==> src/rtl/matrix_mem.sv <==
// matrix_mem: 8 x 256-bit matrix store answering en/rw requests, self-initialising after rst or clr.
// MATRIX_MEM_PRELOAD_EN: INIT loads entry n with (n+1) * identity instead of zero.
module matrix_mem #(
  parameter int DEPTH = 8,
  parameter int WIDTH = 256
) (
  input  logic             clk,
  input  logic             rst,
  input  logic             en,
  input  logic             rw,
  input  logic [2:0]       address,
  input  logic [WIDTH-1:0] datain,
  input  logic             clr,
  output logic [WIDTH-1:0] dataout,
  output logic             ack,
  output logic             ready
);
  typedef enum logic {INIT, IDLE} state_t;
  state_t state_q, state_d;
  logic [2:0] init_ptr_q, init_ptr_d;
  logic [WIDTH-1:0] mem_q [DEPTH];
  logic [WIDTH-1:0] dataout_q, dataout_d, wdata;
  logic ack_q, ack_d, we;
  logic [2:0] waddr;
  function automatic logic [WIDTH-1:0] init_val(input logic [2:0] n);
    logic [WIDTH-1:0] v;
    logic [15:0] diag;
`ifdef MATRIX_MEM_PRELOAD_EN
    diag = 16'(n) + 16'd1;
`else
    diag = 16'(n) & 16'd0;
`endif
    v = '0;
    for (int i = 0; i < 4; i++) v[80*i +: 16] = diag;
    return v;
  endfunction
  always_comb begin
    state_d    = state_q;
    init_ptr_d = init_ptr_q;
    dataout_d  = dataout_q;
    ack_d      = 1'b0;
    we         = 1'b0;
    waddr      = address;
    wdata      = datain;
    if (clr) begin
      state_d    = INIT;
      init_ptr_d = '0;
    end else if (state_q == INIT) begin
      we         = 1'b1;
      waddr      = init_ptr_q;
      wdata      = init_val(init_ptr_q);
      init_ptr_d = init_ptr_q + 3'd1;
      state_d    = (init_ptr_q == 3'd7) ? IDLE : INIT;
    end else if (en) begin
      ack_d     = 1'b1;
      we        = !rw;
      dataout_d = rw ? mem_q[address] : dataout_q;
    end
  end
  always_ff @(posedge clk or posedge rst) begin
    if (rst) begin
      state_q    <= INIT;
      init_ptr_q <= '0;
      dataout_q  <= '0;
      ack_q      <= 1'b0;
    end else begin
      state_q    <= state_d;
      init_ptr_q <= init_ptr_d;
      dataout_q  <= dataout_d;
      ack_q      <= ack_d;
    end
  end
  // storage is left unreset; INIT rewrites every entry before ready rises
  always_ff @(posedge clk) begin
    if (we && !rst) mem_q[waddr] <= wdata;
  end
  assign dataout = dataout_q;
  assign ack     = ack_q;
  assign ready   = (state_q == IDLE);
endmodule

==> config.mk <==
export PLATFORM = sky130hd
export DESIGN_NAME = matrix_mem
export DESIGN_NICKNAME = d
export VERILOG_FILES = /design/src/rtl/matrix_mem.sv
export SDC_FILE = /design/constraint.sdc
export NUM_CORES = 2
export LEC_CHECK = 0
export BUFFER_PORTS_ARGS = -buffer_cell sky130_fd_sc_hd__buf_2
export CAP_MARGIN = 0
export CORE_MARGIN = 2
export CORE_UTILIZATION = 61
export CTS_CLUSTER_SIZE = 40
export DETAILED_ROUTE_END_ITERATION = 10
export HOLD_SLACK_MARGIN = 0.02
export PLACE_DENSITY_LB_ADDON = 0.08
export RECOVER_POWER = 25
export SYNTH_ARGS = -nofsm -noshare
export SYNTH_HDL_FRONTEND = slang
export SYNTH_SLANG_ARGS = --single-unit
==> constraint.sdc <==
create_clock -name clk -period 14.5 [get_ports clk]
set_input_delay 0.725 -clock clk [delete_from_list [all_inputs] [get_ports clk]]
set_output_delay 0.725 -clock clk [all_outputs]
set_load 0.1 [all_outputs]
==> summary.md <==
| Metric | Value |
|---|---|
| Status | `complete, but fails checks` |
| Failing checks | `capacitance limit, slew limit` |
| First-pass GRT wire length | `308000 µm` |
| Post-Route Utilization | `0.688` |
| DRC violations left | `0` |
| Buffers on Ports | `between 500 and 600` |
| Max FO, Critical Path | `81` |
| Fmax | `134 MHz` |
| CP startpoint | `rst` |
| Post-synthesis sequential area ratio | `0.763` |
| CP endpoint | `dataout[157]` |
| Core area | `145000 µm²` |
| Nets | `5641` |
| Metal-1 WL | `89800 µm` |
| Commonest non-fill, non-tap cell in the layout | `edfxtp_1` |
| Total power | `14.3 mW` |
| Yosys reg bits | `2309` |
| Syn Inst Count | `4867` |
| Via/cell ratio | `~6.2` |
| Final TNS setup | `0 ns` |
| Most frequent cells in the layout | `edfxtp_1, mux2i_1, mux2_2` |
| Antenna violations before repair | `19` |
| Arrival time at the worst endpoint | `8.29 ns` |
| Slew @ Worst Pin | `5.32 ns` |
| Wire per inst | `28.4 µm` |
| Slew Limit Headroom | `-2.56` |
| Metal3 WL | `around 16000 µm` |
| Min-delay worst type | `primary input to register` |
| Avg Inst Size Synth | `18.3 µm²` |
| Max Slew Vio Count | `271` |
| Post-CTS sizing | `0` |
| Root Buffer | `clkbuf_16` |
| DP HPWL | `112000 µm` |
| TritonCTS clock tree | `yes` |
| CTS max path bufs | `3` |
| Top sig layer | `met5` |
| Met2 wire length | `101000 µm` |
| Largest net degree at the start of global routing | `around 170` |
| P_leak | `35.3 nW` |
| Initial core utilization | `0.613` |
| Worst-path clk slew | `0.06 ns` |
| Fin crit share | `0.515` |
| Worst-skew pair later-pin latency | `0.82 ns` |
| Crit Path Class | `primary input to async pin` |
| CTS buffer count | `221` |
| Reg2reg end | `mem_q[1][139]` |
| R2R cell count | `6` |
| Layout cells sized above 1 | `0.202` |
| Final setup margin | `7.03 ns` |
| DIE AREA | `around 150000 µm²` |
| Die height | `386 µm` |
| RePlAce Congestion | `0.793` |
| Setup bufs post-CTS | `0` |
| Number of max-cap violations | `11` |
| Final setup vio count | `0` |
| P per Cell Area | `143 nW/µm²` |
| Pre-Repair DR Iteration Count | `7` |
| Hold Buf Count CTS | `0` |
| Post-Synthesis Cell Area | `roughly 89000 µm²` |
| Clock period minus worst slack | `7.47 ns` |
| Reg2reg start | `ready` |
| Crit path capture type | `async pin` |
| All-Layer GR Usage | `0.285` |
| Final ANT Viol Nets | `0` |
| DP Worst Slack | `8.99 ns` |
| Layout Area Growth over Synthesis | `12.2%` |
| Unrepaired setup endpoints after global routing | `false` |
| Final Hold Vio Count | `0` |
| Post-Route WL | `213000 µm` |
| Fin Clk Skew | `0.0227 ns` |
| GRT overflow | `0` |
| Synth warn | `0` |
| CTS Sinks | `around 2300` |
| DRT iter0 DRCs | `4479` |
| Max VDD drop | `between 0.1 and 0.15 mV` |
| Vias | `46604` |
| Number of global-route vias before repair | `46417` |
| Yosys cell types | `37` |
| Num rows | `140` |
| Setup crit start kind | `primary input` |
| R2R Setup Slk | `8.18 ns` |
| CP Data Required Time | `15.32 ns` |
| Die W | `about 390 µm` |
| # H-tree levels | `4` |
| I/O Pins | `approximately 520` |
| Synthesized Nets | `5133` |
## state kept, by name, summed over array words and instances, names as in the netlist
register,cells
ack,1
dataout,256
init_ptr_q,3
mem_q,2048
ready,1
## through the flow
stage          cells  hold slack, ns  cell area, µm²
3_3_place_gp    7069           0.457           93300
4_1_cts         7490          0.0443          100000
3_5_place_dp    7069           0.460           93300
5_1_grt         7492           0.148          100000
2_1_floorplan   4867           0.525           89100
6_report        7496           0.171          100000
## worst min-delay path by stage
stage,end,from,depth (start not counted),slack [ns]
3_3_place_gp,dataout[66],dataout[66],2,0.46
3_5_place_dp,dataout[220],dataout[220],2,0.46
5_1_grt,ack,en,3,0.15
2_1_floorplan,init_ptr_q[0],init_ptr_q[0],2,0.52
6_report,ack,en,3,0.17
4_1_cts,dataout[77],rst,2,0.04
## cell families (layout without fill, tap and decap cells)
| group | after synthesis | count (layout) | share of synthesized area |
|---|---|---|---|
| AO/OA/AOI/OAI | 719 | 719 | 0.0621 |
| XOR/XNOR | 1 | 1 | 0.0000983 |
| adder cells (fa/ha/maj) | 2 | 2 | 0.000281 |
| buffers and inverters | 312 | 1018 | 0.0190 |
| flip-flops | 2309 | 2309 | 0.763 |
| multiplexers | 974 | 974 | 0.123 |
| other | 0 | 6 | 0 |
| AND/OR/NAND/NOR | 550 | 550 | 0.0324 |
## worst max-delay path: stages
cell        delay, ns
clkbuf_1         0.11
clkinvlp_2       2.91
clkbuf_1         2.58
buf_4            0.99
buf_4            0.83
## cells in the mapped netlist (all sizes together)
master	n	area (µm²)
nor2	18	67.6
mux2i	514	5140
mux2	406	4570
or2	2	12.5
nand2b	5	31.3
and2	256	1600
and4b	1	10.0
o2111ai	1	8.76
o22a	54	473
clkbuf	141	533
o221ai	54	473
edfxtp	2048	61500
a221o	1	10.0
xor2	1	8.76
a22o	202	1770
nor4b	1	8.76
o22ai	202	1260
inv	2	7.51
dfrtp	261	6530
buf	169	1150
o31ai	202	1520
nand2	206	773
nor2b	58	363
or3b	1	8.76
o21ai	1	5.00
ha	2	25.0
mux4	54	1220
a21oi	2	10.0
nor4	1	6.26
nand4b	1	8.76
## per-layer routing
layer	GRT usage	vias to the layer above
met5	0	-
met4	0.0777	22
met3	0.0587	316
met2	0.449	1714
met1	0.410	24213
li1	-	20339
## where the power goes
group,total [mW],internal [mW],switching (mW)
sequential,7.51,7.43,0.0850
clock,5.52,3.15,2.37
combinational,1.24,0.277,0.961
## final cells by class
type                            count  area (µm²)
Clock buffer                      324        6330
Timing Repair Buffer              595        2990
Sequential cell                  2309       68000
Tap cell                         1917        2400
Antenna cell                        6        15.0
Clock inverter                     97         667
Fill cell                        9677       45400
Multi-Input combinational cell   2246       19500
Inverter                            2        8.76
No activity file was read; power rests on OpenSTA's default activity.
